File: src/rtl/ct_f_spsram_256x52_ctrl.sv
// Access controller for a single-port SRAM macro with active-low CEN/GWEN/WEN.
// After reset, or on a clear pulse, it writes zero to every entry. It then
// shares the macro between two requesters using a round-robin arbiter.
// Every SRAM-side output comes straight from a flop. The read data path is
// the macro's own registered Q.
module ct_f_spsram_256x52_ctrl #(
    parameter int ADDR_WIDTH = 8,
    parameter int DATA_WIDTH = 52
) (
    input  logic                  CLK,
    input  logic                  RST,
    input  logic                  p0_req,
    input  logic                  p0_wr,
    input  logic [ADDR_WIDTH-1:0] p0_addr,
    input  logic [DATA_WIDTH-1:0] p0_wdata,
    input  logic [1:0]            p0_wbe,
    output logic                  p0_gnt,
    output logic                  p0_rvalid,
    input  logic                  p1_req,
    input  logic                  p1_wr,
    input  logic [ADDR_WIDTH-1:0] p1_addr,
    input  logic [DATA_WIDTH-1:0] p1_wdata,
    input  logic [1:0]            p1_wbe,
    output logic                  p1_gnt,
    output logic                  p1_rvalid,
    output logic [DATA_WIDTH-1:0] rdata,
    input  logic                  clr_req,
    output logic                  init_done,
    output logic [ADDR_WIDTH-1:0] sram_a,
    output logic                  sram_cen,
    output logic                  sram_gwen,
    output logic [DATA_WIDTH-1:0] sram_wen,
    output logic [DATA_WIDTH-1:0] sram_d,
    input  logic [DATA_WIDTH-1:0] sram_q
);

    localparam int HALF_W = DATA_WIDTH / 2;

    localparam logic [0:0] ST_INIT = 1'b0;
    localparam logic [0:0] ST_RUN  = 1'b1;

    logic [0:0]            state_q, state_d;
    logic [ADDR_WIDTH-1:0] cnt_q, cnt_d;
    logic                  rr_q, rr_d;          // last granted port id
    logic                  init_done_q, init_done_d;
    logic [ADDR_WIDTH-1:0] a_q, a_d;
    logic                  cen_q, cen_d;
    logic                  gwen_q, gwen_d;
    logic [DATA_WIDTH-1:0] wen_q, wen_d;
    logic [DATA_WIDTH-1:0] d_q, d_d;
    logic                  s1_vld_q, s1_vld_d;
    logic                  s1_id_q, s1_id_d;
    logic                  s2_vld_q, s2_vld_d;
    logic                  s2_id_q, s2_id_d;

    logic                  arb_en;
    logic                  gnt0;
    logic                  gnt1;
    logic                  gnt_any;
    logic                  sel_wr;
    logic [ADDR_WIDTH-1:0] sel_addr;
    logic [DATA_WIDTH-1:0] sel_wdata;
    logic [1:0]            sel_wbe;
    logic [DATA_WIDTH-1:0] sel_wen;

    // Arbitration: clr_req blocks all grants. Under contention, the port
    // that was not granted last wins.
    always_comb begin
        arb_en    = (state_q == ST_RUN) && !clr_req;
        gnt0      = arb_en && p0_req && (!p1_req || rr_q);
        gnt1      = arb_en && p1_req && (!p0_req || !rr_q);
        gnt_any   = gnt0 || gnt1;
        sel_wr    = gnt1 ? p1_wr    : p0_wr;
        sel_addr  = gnt1 ? p1_addr  : p0_addr;
        sel_wdata = gnt1 ? p1_wdata : p0_wdata;
        sel_wbe   = gnt1 ? p1_wbe   : p0_wbe;
    end

    // Each half-word enable expands to an active-low mask over its half.
    for (genvar gi = 0; gi < 2; gi++) begin : g_wen_half
        assign sel_wen[gi*HALF_W +: HALF_W] = {HALF_W{~sel_wbe[gi]}};
    end

    // Next-state logic for the sweep FSM, the SRAM command registers and the
    // read-return pipeline.
    always_comb begin
        state_d     = state_q;
        cnt_d       = cnt_q;
        rr_d        = rr_q;
        init_done_d = init_done_q;
        a_d         = a_q;
        d_d         = d_q;
        cen_d       = 1'b1;
        gwen_d      = 1'b1;
        wen_d       = '1;
        s1_vld_d    = 1'b0;
        s1_id_d     = 1'b0;
        s2_vld_d    = s1_vld_q;
        s2_id_d     = s1_id_q;

        case (state_q)
            ST_INIT: begin
                cen_d  = 1'b0;
                gwen_d = 1'b0;
                wen_d  = '0;
                d_d    = '0;
                a_d    = cnt_q;
                cnt_d  = cnt_q + 1'b1;
                if (cnt_q == {ADDR_WIDTH{1'b1}}) begin
                    state_d     = ST_RUN;
                    init_done_d = 1'b1;
                end
            end
            default: begin
                if (clr_req) begin
                    state_d     = ST_INIT;
                    cnt_d       = '0;
                    init_done_d = 1'b0;
                end else if (gnt_any) begin
                    rr_d  = gnt1;
                    cen_d = 1'b0;
                    a_d   = sel_addr;
                    if (sel_wr) begin
                        gwen_d = 1'b0;
                        wen_d  = sel_wen;
                        d_d    = sel_wdata;
                    end else begin
                        s1_vld_d = 1'b1;
                        s1_id_d  = gnt1;
                    end
                end
            end
        endcase
    end

    // State registers. Reset is asynchronous, so outputs return to idle at once.
    always_ff @(posedge CLK or posedge RST) begin
        if (RST) begin
            state_q     <= ST_INIT;
            cnt_q       <= '0;
            rr_q        <= 1'b1;
            init_done_q <= 1'b0;
            a_q         <= '0;
            cen_q       <= 1'b1;
            gwen_q      <= 1'b1;
            wen_q       <= '1;
            d_q         <= '0;
            s1_vld_q    <= 1'b0;
            s1_id_q     <= 1'b0;
            s2_vld_q    <= 1'b0;
            s2_id_q     <= 1'b0;
        end else begin
            state_q     <= state_d;
            cnt_q       <= cnt_d;
            rr_q        <= rr_d;
            init_done_q <= init_done_d;
            a_q         <= a_d;
            cen_q       <= cen_d;
            gwen_q      <= gwen_d;
            wen_q       <= wen_d;
            d_q         <= d_d;
            s1_vld_q    <= s1_vld_d;
            s1_id_q     <= s1_id_d;
            s2_vld_q    <= s2_vld_d;
            s2_id_q     <= s2_id_d;
        end
    end

    assign p0_gnt    = gnt0;
    assign p1_gnt    = gnt1;
    assign p0_rvalid = s2_vld_q && !s2_id_q;
    assign p1_rvalid = s2_vld_q && s2_id_q;
    assign rdata     = sram_q;
    assign init_done = init_done_q;
    assign sram_a    = a_q;
    assign sram_cen  = cen_q;
    assign sram_gwen = gwen_q;
    assign sram_wen  = wen_q;
    assign sram_d    = d_q;

endmodule

File: config.mk
export PLATFORM = sky130hd
export DESIGN_NAME = ct_f_spsram_256x52_ctrl
export DESIGN_NICKNAME = d
export VERILOG_FILES = /design/src/rtl/ct_f_spsram_256x52_ctrl.sv
export SDC_FILE = /design/constraint.sdc
export NUM_CORES = 1
export LEC_CHECK = 0
export BUFFER_PORTS_ARGS = -buffer_cell sky130_fd_sc_hd__buf_2
export CAP_MARGIN = 20
export CORE_ASPECT_RATIO = 1.75
export CORE_MARGIN = 10
export CORE_UTILIZATION = 30
export DETAILED_ROUTE_END_ITERATION = 10
export HOLD_SLACK_MARGIN = 0.1
export PLACE_DENSITY = 0.61
export SETUP_SLACK_MARGIN = 0.4
export SKIP_CTS_REPAIR_TIMING = 1
export SYNTH_ARGS = -nofsm -noshare
export SYNTH_HDL_FRONTEND = slang
export SYNTH_SLANG_ARGS = --single-unit
File: constraint.sdc
create_clock -name CLK -period 3.49 [get_ports CLK]
set_clock_uncertainty 0.1 [all_clocks]
set_input_delay 0.349 -clock CLK [delete_from_list [all_inputs] [get_ports CLK]]
set_output_delay 0.349 -clock CLK [all_outputs]
set_load 0.02 [all_outputs]
==> metrics <==
final hold viol count 0; CP Capture Type primary output; max_slew headroom 40.7%; Peak VDD IR ~200 µV; maximum root-to-sink buffer count 2; P per Cell Area about 460 mW/mm²; Initial DRT Pass Iterations 4; DRC 0; syn nets 641; Mapped Area roughly 0.0044 mm²; Worst-Margin Slew between 0.8 and 0.9 ns; root buffer cell clkbuf_16; Die Area 0.0202 mm²; 1st-iter DRT viols between 150 and 200; # rows 58; DP Worst Slack 0.993 ns; Ant. Diodes 0; Hold Crit Class in -> reg; Worst path slowest cell dfstp_2; Worst path top cell family by delay buffers and inverters; Final Util 36.8%; minimum clock period 2.46 ns; initial core utilization a little under a third; boundary pin count about 350; layout cell share with drive strength beyond 1 between 40% and 50%; Core ar. between 0.01 and 0.015 mm²; Die Ht about 180 µm; Skew-Pair Late Insertion Delay roughly 0.34 ns; run status finished clean; GR peak layer met2; Total Nets Final ~770; IO Port Bufs around 250; area delta synth->final 20.5%; Synth warnings 0; M2 GR Usage 28.8%; GRT overflow 0; crit path DAT 2.01 ns; Critical Path RT 3.04 ns; RSZ-0062 raised after global routing no; Routed Antenna Nets 0; sequential element share of the synthesized area between 40% and 50%; synth unique cells 35; CP Buf/Inv Count 3; first-pass GRT wire length around 27,000 µm; Post-Synthesis Cells around 460; FILL cells about 1,500; setup violators final 0; total CTS buffers 9; met3 GRT Util a little over a tenth; Via density 5.01; Critical Path Source Type flip-flop; Placer Congestion approximately 0.77; Max-Cap Viols 0; met1 track demand over resource around 14%; H-tree depth 3; drt wl/cell roughly 24 µm; flops & latches, synth between 70 and 80; TritonCTS clock tree yes; CP max stage delay 0.38 ns; Mean Syn Cell Area ~9.7 µm²; period utilisation layout 70.5%; critical path class reg -> out; largest net degree at the start of global routing between 90 and 100; Pins Over Slew Limit 0; setup_tns 0 ns; Fmax about 410 MHz; DRT Wirelength roughly 18,000 µm; DIE WIDTH approximately 110 µm; vias after detailed routing slightly below 4,000; number of global-route vias before repair around 4,200; leakage roughly 2.8 nW; worst-path cell chain a21boi_1 > buf_4 > nand2_1 > inv_1 > buf_2; initial antenna violation count 0; Clock Pin Slew Worst Setup and Hold Paths 0.06 ns; worst-path maximum fanout 7; worst setup margin between 1 and 1.5 ns; DP HPWL 14,700 µm; total clock sinks 79; gr usage total around 17%
## layout make-up
cell class	instances	area [µm²]	area share, %
multi-input cells	240	1460	27.5
inverters	4	16.3	0.306
clock buffers	11	233	4.37
repair buffers	256	1320	24.7
well taps	180	225	4.23
clock inverters	5	82.6	1.55
flip-flops and latches	79	1980	37.3
## power by group
| group | leakage [nW] | internal, mW | total (mW) | switching, mW |
|---|---|---|---|---|
| logic | 1.56 | 0.161 | 0.363 | 0.201 |
| clock network | 0.154 | 0.629 | 1.01 | 0.384 |
| registers | 1.06 | 0.992 | 1.07 | 0.0732 |
| total | 2.77 | 1.78 | 2.44 | 0.659 |
## synthesized netlist by cell type
master / n / area (µm²)
o211ai_1: 4 / 30.0
o31ai_1: 3 / 22.5
inv_1: 3 / 11.3
mux2i_1: 8 / 80.1
o21ai_0: 10 / 50.1
nand2_1: 37 / 139
o221ai_1: 25 / 219
nand2_2: 1 / 6.26
nand3_1: 5 / 25.0
dfstp_2: 5 / 131
a211oi_2: 1 / 12.5
a22o_1: 1 / 8.76
and3_1: 5 / 31.3
nor3_1: 27 / 135
nand3_4: 1 / 17.5
clkinv_1: 1 / 3.75
nand3_2: 1 / 10.0
buf_6: 6 / 67.6
clkbuf_1: 10 / 37.5
ha_1: 1 / 12.5
buf_2: 14 / 70.1
or3_1: 2 / 12.5
nand2b_1: 2 / 12.5
nor2_1: 35 / 131
nor2b_1: 5 / 31.3
a221o_1: 6 / 60.1
o21ai_1: 25 / 125
a31oi_1: 3 / 18.8
a32oi_1: 27 / 236
a21boi_1: 1 / 7.51
a21oi_1: 1 / 5.00
buf_4: 104 / 781
o2bb2ai_1: 1 / 8.76
and2_1: 2 / 12.5
dfrtp_1: 74 / 1850
## per-layer routing
layer | up-vias | part of all wire [%]
li1 | 1804 | -
met1 | 1827 | 30
met2 | 172 | 50
met3 | 81 | 14
met4 | 0 | 6.1
met5 | - | 0
## state kept, by name, summed over array words and instances, names as in the netlist
| name | flops |
|---|---|
| s2_vld_q | 1 |
| init_done | 1 |
| sram_a | 8 |
| cnt_q | 8 |
| s1_id_q | 1 |
| rr_q | 1 |
| sram_cen | 1 |
| sram_wen | 2 |
| s2_id_q | 1 |
| sram_gwen | 1 |
| sram_d | 52 |
| state_q | 1 |
| s1_vld_q | 1 |
## final timing paths
check	start	end	slack, ns	cells past startpoint
hold / removal	p1_wbe[0]	sram_wen[25]	0.09	2
min in group asynchronous	RST	sram_d[10]	0.51	3
hold reg to reg	s1_id_q	s2_id_q	0.25	0
setup reg to reg	state_q	sram_a[5]	1.21	4
setup / recovery	rr_q	p1_gnt	1.03	5
max in group asynchronous	RST	state_q	1.72	4
## cell usage in the layout (no fill, tap or decap), drive strengths merged, types with 3 or more instances in the layout
master  count
buf       254
dfrtp      74
nand2      38
nor2       35
o21ai      35
a32oi      27
nor3       27
o221ai     25
clkbuf     11
mux2i       8
nand3       7
a221o       6
nor2b       5
dfstp       5
and3        5
clkinv      5
o211ai      4
a31oi       3
o31ai       3
## cells by family (layout without fill, tap and decap cells)
kind of cell             count (synthesis)  count (layout)  synth area share, %
buffers and inverters                  138             276                 22.0
multiplexers                             8               8                 1.81
adder cells (fa/ha/maj)                  1               1                0.283
flip-flops                              79              79                 44.9
AND/OR/NAND/NOR                        123             123                 12.8
AO/OA/AOI/OAI                          108             108                 18.2
## through the flow
step	hold WS (ns)	total power, mW	instances	area (µm²)
floorplan	0.231	1.35	457	4420
global placement	0.239	1.43	756	4970
detailed placement	0.235	1.44	756	4970
CTS	-0.0273	2.48	772	5280
global route	0.112	2.56	775	5320
finish	0.0911	2.44	775	5320
Note: power is estimated with default switching activity, not from simulation.
